<file path="config.mk">
export PLATFORM = sky130hd
export DESIGN_NAME = if_fetch_stage_flat
export DESIGN_NICKNAME = d
export VERILOG_FILES = /design/src/rtl/if_fetch_stage_pkg.sv /design/src/rtl/if_fetch_stage_if.sv /design/src/rtl/if_fetch_stage.sv /design/src/flat_wrapper.sv
export SDC_FILE = /design/constraint.sdc
export NUM_CORES = 1
export LEC_CHECK = 0
export ABC_AREA = 1
export ABC_CLOCK_PERIOD_IN_PS = 2400
export BUFFER_PORTS_ARGS = -buffer_cell sky130_fd_sc_hd__clkbuf_2
export CORE_MARGIN = 5
export CORE_UTILIZATION = 56
export DETAILED_ROUTE_END_ITERATION = 8
export GPL_TIMING_DRIVEN = 0
export PLACE_DENSITY = 0.88
export SETUP_SLACK_MARGIN = 0.05
export SLEW_MARGIN = 20
export SYNTH_ARGS = -nofsm -noshare
export SYNTH_HDL_FRONTEND = slang
export SYNTH_SLANG_ARGS = --single-unit
</file>
<file path="constraint.sdc">
create_clock -name clk -period 2.4 [get_ports clk]
set_input_delay 0.36 -clock clk [delete_from_list [all_inputs] [get_ports clk]]
set_output_delay 0.36 -clock clk [all_outputs]
set_load 0.03 [all_outputs]
</file>
<file path="src/rtl/if_fetch_stage_pkg.sv">
// Instruction fetch: shared constants and state encoding.
// Imported by the fetch stage and its bench.
package if_fetch_stage_pkg;

  localparam logic [31:0] FETCH_NOP      = 32'h0000_0013;
  localparam logic [31:0] FETCH_RESET_PC = 32'h0000_0000;

  typedef enum logic [1:0] {
    ISSUE,
    WAIT,
    HOLD,
    DRAIN
  } fetch_state_e;

  function automatic logic [31:0] pc_add4(input logic [31:0] p);
    return p + 32'd4;
  endfunction

endpackage

</file>
<file path="src/rtl/if_fetch_stage_if.sv">
// Instruction-memory request/response bundle.
// Single outstanding request, response at most once.
interface if_fetch_stage_if;

  logic        req;
  logic [31:0] addr;
  logic        rvalid;
  logic [31:0] rdata;

  modport master (
    output req,
    output addr,
    input  rvalid,
    input  rdata
  );

  modport slave (
    input  req,
    input  addr,
    output rvalid,
    output rdata
  );

endinterface

</file>
<file path="src/rtl/if_fetch_stage.sv">
// IF stage: owns the PC, issues imem requests,
// presents pc/pcAdd4/inst to IF/ID with bubbles.
module if_fetch_stage
  import if_fetch_stage_pkg::*;
#(
  parameter logic [31:0] RESET_PC = FETCH_RESET_PC,
  parameter logic [31:0] NOP_INST = FETCH_NOP
) (
  input  logic                     clk,
  input  logic                     reset,
  input  logic                     stall,
  input  logic                     redirect,
  input  logic [31:0]              redirect_pc,
  if_fetch_stage_if.master         imem,
  output logic [31:0]              pc,
  output logic [31:0]              pcAdd4,
  output logic [31:0]              inst,
  output logic                     instValid
);

  fetch_state_e state_q, state_d;
  logic [31:0]  pcr_q, pcr_d;
  logic [31:0]  pc_q, pc_d;
  logic [31:0]  pc4_q, pc4_d;
  logic [31:0]  inst_q, inst_d;
  logic         iv_q, iv_d;
  logic         req_q, req_d;
  logic [31:0]  addr_q, addr_d;
  logic         skv_q, skv_d;
  logic [31:0]  skpc_q, skpc_d;
  logic [31:0]  skinst_q, skinst_d;

  // Next-state: redirect beats rvalid, rvalid beats stall.
  always_comb begin
    state_d  = state_q;
    pcr_d    = pcr_q;
    pc_d     = pc_q;
    pc4_d    = pc4_q;
    inst_d   = inst_q;
    iv_d     = iv_q;
    skv_d    = skv_q;
    skpc_d   = skpc_q;
    skinst_d = skinst_q;
    if (!stall) begin
      inst_d = NOP_INST;
      iv_d   = 1'b0;
    end
    if (redirect) begin
      pcr_d  = redirect_pc & ~32'h3;
      inst_d = NOP_INST;
      iv_d   = 1'b0;
      skv_d  = 1'b0;
      unique case (state_q)
        ISSUE:       state_d = req_q ? DRAIN : ISSUE;
        WAIT, DRAIN: state_d = imem.rvalid ? ISSUE : DRAIN;
        default:     state_d = ISSUE;
      endcase
    end else begin
      unique case (state_q)
        ISSUE: begin
          if (req_q) state_d = WAIT;
        end
        WAIT: begin
          if (imem.rvalid) begin
            pcr_d = pc_add4(pcr_q);
            if (stall) begin
              skv_d    = 1'b1;
              skpc_d   = pcr_q;
              skinst_d = imem.rdata;
              state_d  = HOLD;
            end else begin
              pc_d    = pcr_q;
              pc4_d   = pc_add4(pcr_q);
              inst_d  = imem.rdata;
              iv_d    = 1'b1;
              state_d = ISSUE;
            end
          end
        end
        HOLD: begin
          if (!stall) begin
            if (skv_q) begin
              pc_d   = skpc_q;
              pc4_d  = pc_add4(skpc_q);
              inst_d = skinst_q;
              iv_d   = 1'b1;
            end
            skv_d   = 1'b0;
            state_d = ISSUE;
          end
        end
        default: begin
          if (imem.rvalid) state_d = ISSUE;
        end
      endcase
    end
    // The cycle right after reset sits in ISSUE with no
    // pulse yet; it raises the pulse and stays in ISSUE.
    req_d  = (state_d == ISSUE);
    addr_d = pcr_d;
  end

  // All state and outputs registered; sync active-low reset.
  always_ff @(posedge clk) begin
    if (!reset) begin
      state_q  <= ISSUE;
      pcr_q    <= RESET_PC;
      pc_q     <= '0;
      pc4_q    <= '0;
      inst_q   <= NOP_INST;
      iv_q     <= 1'b0;
      req_q    <= 1'b0;
      addr_q   <= RESET_PC;
      skv_q    <= 1'b0;
      skpc_q   <= '0;
      skinst_q <= NOP_INST;
    end else begin
      state_q  <= state_d;
      pcr_q    <= pcr_d;
      pc_q     <= pc_d;
      pc4_q    <= pc4_d;
      inst_q   <= inst_d;
      iv_q     <= iv_d;
      req_q    <= req_d;
      addr_q   <= addr_d;
      skv_q    <= skv_d;
      skpc_q   <= skpc_d;
      skinst_q <= skinst_d;
    end
  end

  assign imem.req  = req_q;
  assign imem.addr = addr_q;
  assign pc        = pc_q;
  assign pcAdd4    = pc4_q;
  assign inst      = inst_q;
  assign instValid = iv_q;

endmodule

</file>
<file path="src/flat_wrapper.sv">
// flat-port wrapper written by rule: the top's interface ports become plain ports
module if_fetch_stage_flat import if_fetch_stage_pkg::*;
#(
  parameter logic [31:0] RESET_PC = FETCH_RESET_PC,
  parameter logic [31:0] NOP_INST = FETCH_NOP
)
  (clk, reset, stall, redirect, redirect_pc, pc, pcAdd4, inst, instValid, imem_req, imem_addr, imem_rvalid, imem_rdata);
  if_fetch_stage_if imem_i ();
  input  logic clk;
  input  logic reset;
  input  logic stall;
  input  logic redirect;
  input  logic [31:0] redirect_pc;
  output logic [31:0] pc;
  output logic [31:0] pcAdd4;
  output logic [31:0] inst;
  output logic instValid;
  output wire logic [$bits(imem_i.req)-1:0] imem_req;
  output wire logic [$bits(imem_i.addr)-1:0] imem_addr;
  input wire logic [$bits(imem_i.rvalid)-1:0] imem_rvalid;
  input wire logic [$bits(imem_i.rdata)-1:0] imem_rdata;
  assign imem_req = imem_i.req;
  assign imem_addr = imem_i.addr;
  assign imem_i.rvalid = imem_rvalid;
  assign imem_i.rdata = imem_rdata;
  if_fetch_stage #(.RESET_PC(RESET_PC), .NOP_INST(NOP_INST)) u_core (.clk(clk), .reset(reset), .stall(stall), .redirect(redirect), .redirect_pc(redirect_pc), .imem(imem_i), .pc(pc), .pcAdd4(pcAdd4), .inst(inst), .instValid(instValid));
endmodule
</file>
# --- After elaboration in Yosys (flattened, before gate mapping) ---
# Cells that the tools add are included.
op_classes:
  bitwise_logic: 2
  n_reduce_logical: 12
  mux: 39
  eq_ne: 8
  add_sub_neg: 2
ops:
  columns: ["op", "n"]
  rows:
  - ["32-bit two-way mux", 16]
  - ["32-bit case mux with 2 select lines", 3]
  - ["32-bit by 3-bit adder with 32-bit output, second input constant", 2]
  - ["2-bit two-way mux", 8]
  - ["1-bit two-way mux", 8]
  - ["2-bit != test, second input constant", 4]
  - ["4-bit AND reduction", 2]
  - ["2-bit case mux with 3 select lines", 1]
  - ["6-bit AND reduction", 1]
  - ["2-bit nonzero test", 3]
  - ["2-bit == test, second input constant", 2]
  - ["2-bit logical NOT", 2]
  - ["1-bit case mux with 2 select lines", 2]
  - ["2-bit case mux with 2 select lines", 1]
  - ["2-bit AND reduction", 2]
  - ["2-bit OR reduction", 2]
  - ["2-bit by 1-bit == test with 1-bit output, second input constant", 1]
  - ["2-bit by 1-bit != test with 1-bit output, second input constant", 1]
  - ["1-bit inverter", 2]
word_totals:
  inputBits: 69
  output_inout_bits: 130
  elab_cells: 74
  ff_bits: 197

# --- Depth between registers and ports, before layout ---
depth:
  word_depth: 5
  ltp_mapped: 12
  ltp_nobuf: 12

# --- Worst setup path after synthesis ---
# Ideal clock, no wire load.
synth_timing:
  path_type: "register to register"
  startpoint: "reg, netlist name u_core.imem.addr[3]"
  endpoint: "reg u_core.pc4_q[24] (netlist: u_core.pcAdd4[24])"
  setup_slack_ns: 0.587
  arrival_time_ns: 1.704
  synth_period_minus_slack_ns: 1.813
  required_ns: 2.291
  setup_time_ns: 0.109
  path_stages_with_launch: 13
  path_buffers: 0
  cell_sequence: "dfxtp_1 > ha_1 > nand2_1 > nor2_2 > nand3_1 > nor2_1 > nand2_1 > nand2_1 > nand2_1 > nand2_1 > nand3_1 > nand2_1 > inv_1"
synth_rtl:
  columns: ["element", "line_no", "text"]
  rows:
  - ["end signal: assignment", "if_fetch_stage.sv:121", "pc4_q <= pc4_d;"]
  - ["end: declaration", "if_fetch_stage.sv:24", "logic [31:0] pc4_q, pc4_d;"]

==> results.json <==
{
  "drc": 0,
  "worst_slew_pin_slew_ns": 0.809,
  "clkTransAtPathRegs_ns": 0.07,
  "core_area_um2": 17200,
  "synthSimpleGateAreaFrac_pct": 29.5,
  "irDropWorstVdd_mv": 0.540,
  "crit_path_max_fanout": 7,
  "final_layout_size_suffix_gt1_share_pct": 16.0,
  "ctsLongestPathBuffers": 2,
  "synth.most_common_cell": "nand2_1",
  "power_density_nw_per_um2": 755,
  "placed_cells": 1938,
  "slew_headroom_pct": 46.1,
  "p_int_mw": 5.69,
  "synth_top_family_by_area": "simple AND/OR/NAND/NOR gates",
  "clock_skew_ns": 0.00894,
  "synth_edf_count": 0,
  "timing.rr.start": "u_core.imem.addr[3]",
  "worstSetupStartpoint": "u_core.imem.addr[3]",
  "synthToLayoutAreaGrowth_pct": 19.1,
  "syn_inst": 1521,
  "grt_pass1_wl_mm": 57.0,
  "cp.required_ns": 2.71,
  "gp_congestion": 0.980,
  "clkPwrFrac_pct": 33.8,
  "synth_top_area_share_pct": 38.5,
  "hp-start": "imem_rdata[8]",
  "synth-compound-area-share_pct": 20.7,
  "track_usage_pct": 35.6,
  "synthAdderAreaFrac_pct": 0.764,
  "synth_xor_area_share_pct": 1.78,
  "yosys-top-cells-area": "dfxtp_1 (39%), nand2_1 (17%), a21oi_1 (7.5%)",
  "cts_buffers": 17,
  "p_total_mw": 8.84,
  "fin_cells": 1971,
  "p_sw_share_pct": 35.6,
  "combPwrFrac_pct": 25.4,
  "portBuffers": 187,
  "grt_pass1_vias": 10700,
  "clk_latency_ns": 0.44,
  "ys.warnings.count": 0,
  "grt_max_degree": 17,
  "async_flop_share_pct": 0,
  "h-tree-depth": 4,
  "dpl_cell_area_um2": 11100,
  "vias_per_cell": 5.92,
  "yosysTopAreaCell": "dfxtp_1",
  "ios": 199,
  "ys_types": 34,
  "start_util_pct": 57.0,
  "dieHeight_um": 142,
  "synth_flop_cell": "dfxtp_1",
  "setup_slack_ns": 0.162,
  "clock.fmax_ghz": 0.447,
  "ff_latch_area_um2": 3780,
  "synthTopCellsByCount": "nand2_1 (449), dfxtp_1 (189), nor2_1 (168)",
  "drt_first_pass_iters": 6,
  "clock_sinks": 189,
  "syn_avg_cell_area_um2": 6.46,
  "synth_mux_area_share_pct": 0,
  "crit_slowest_cell": "dfxtp_1",
  "worstPathArrival_ns": 2.55,
  "n_fill_cell": 1519,
  "p_leak_nw": 5.11,
  "post-place-ws_ns": -0.159,
  "cp_common_cell": "nand2_1",
  "endpoint_kind": "register",
  "period_share_pct": 93.2,
  "antenna_cells": 0,
  "wl_per_cell_um": 18.8,
  "worstSetupPathType": "reg -> reg",
  "antenna_found_initial": 0,
  "antenna_left": 0,
  "outcome": "completed",
  "syn_area_um2": 9830,
  "worst_path_dominant_cell_family": "simple AND/OR/NAND/NOR gates",
  "min_period_ns": 2.24,
  "rsz0062_at_grt": "true",
  "die_w_um": 142,
  "cp-start-kind": "register",
  "tritoncts": "built",
  "num_rows": 48,
  "finalInstanceArea_um2": 11700,
  "maxCapViolations": 0,
  "path_buf_inv": 0,
  "yosysSeqAreaShare_pct": 38.5,
  "hold_viol": 0,
  "holdBufCountCts": 0,
  "hold_class": "in -> reg",
  "whs_ns": 0.159,
  "vias": 11700,
  "setup_viol": 0,
  "path_cells": "ha_1 > nand2_1 > nor2_2 > nand2_2 > nor2_2 > nand2_1 > nand2_1 > nand3_1 > nand3_1 > a21oi_1",
  "grt_overflow": 0,
  "dieArea_um2": 20300,
  "wl_mm": 37.1,
  "nets": 1810,
  "synth-seq-cells": 189,
  "dp_hpwl_mm": 27.4,
  "switchingPower_mw": 3.15,
  "root_buffer": "clkbuf_16",
  "seqPwrFrac_pct": 40.7,
  "multiInputGateArea_um2": 5210,
  "slew_viol_final": 0,
  "cpPeakStageDelay_ns": 0.47,
  "drt_iter0_markers": 1419
}
## placed cells by master (no fill, tap or decap), types with 24 or more instances in the layout
| cell | instances |
|---|---|
| clkbuf_1 | 53 |
| o31ai_1 | 24 |
| nand3_1 | 74 |
| nand2_1 | 449 |
| o21ai_0 | 136 |
| buf_2 | 26 |
| inv_1 | 108 |
| a21oi_1 | 148 |
| dfxtp_1 | 189 |
| a31oi_1 | 51 |
| nor2_1 | 167 |
| clkbuf_2 | 195 |
## registers in the layout (all words and copies together), names as in the netlist
| register | count |
|---|---|
| u_core.imem.req | 1 |
| u_core.imem.addr | 30 |
| u_core.instValid | 1 |
| u_core.inst | 32 |
| u_core.state_q | 2 |
| u_core.pcAdd4 | 30 |
| u_core.skv_q | 1 |
| u_core.skinst_q | 32 |
| u_core.skpc_q | 30 |
| u_core.pc | 30 |
## path summary, 6_finish.rpt
| check | depth (start not counted) | to | slack, ns |
|---|---|---|---|
| min | 3 | u_core.skinst_q[8] | 0.16 |
| min reg2reg | 2 | u_core.skinst_q[0] | 0.46 |
| max | 10 | u_core.pcAdd4[22] | 0.16 |
| max reg2reg | 10 | u_core.pcAdd4[22] | 0.16 |
## worst min-delay path: cells and delay by family
kind          cells  cell delay, ns
buf+inv           1            0.09
simple gates      2            0.12
## metrics by stage
step	util (%)	setup TNS [ns]
after detailed placement	64.2	-1.85
final	67.9	0
after global placement	64.2	-1.04
after global routing	67.9	0
after CTS	67.8	0
after floorplan	-	0
## power groups by stage
stage               clock network (mW)  logic, mW  registers, mW
finish                            2.99       2.25           3.60
global route                      3.11       2.40           3.63
CTS                               2.98       2.19           3.59
detailed placement                   0       2.16           3.66
global placement                     0       2.12           3.65
floorplan                            0       1.04           4.00
## cells by family after synthesis
group | count (synthesis)
compound gates | 375
xor+xnor | 20
fa+ha+maj | 6
buf+inv | 210
flops | 189
other cells | 1
simple gates | 720
## area by class of cell
class / count / area share (%)
plain buffers: 96 / 3.70
well taps: 225 / 2.41
multi-input cells: 1127 / 44.5
inverters: 113 / 3.62
repair buffers: 191 / 8.25
flip-flops and latches: 189 / 32.3
clock inverters: 9 / 1.14
clock buffers: 21 / 4.02
## per-layer routing
layer  part of all wire, %  track usage, %  vias up
met4                   3.5            13.5        0
met5                     0               0        -
met1                    41            49.7     5335
met3                    12            7.02      115
met2                    44            54.5      830
li1                      -               -     5395
## timing repair
item,4_1_cts,5_1_grt
setup endpoints to repair,46,53
buffers inserted,1,3
pin swaps,1,1
resized for setup,5,3
Note: power is estimated with default switching activity, not from simulation.
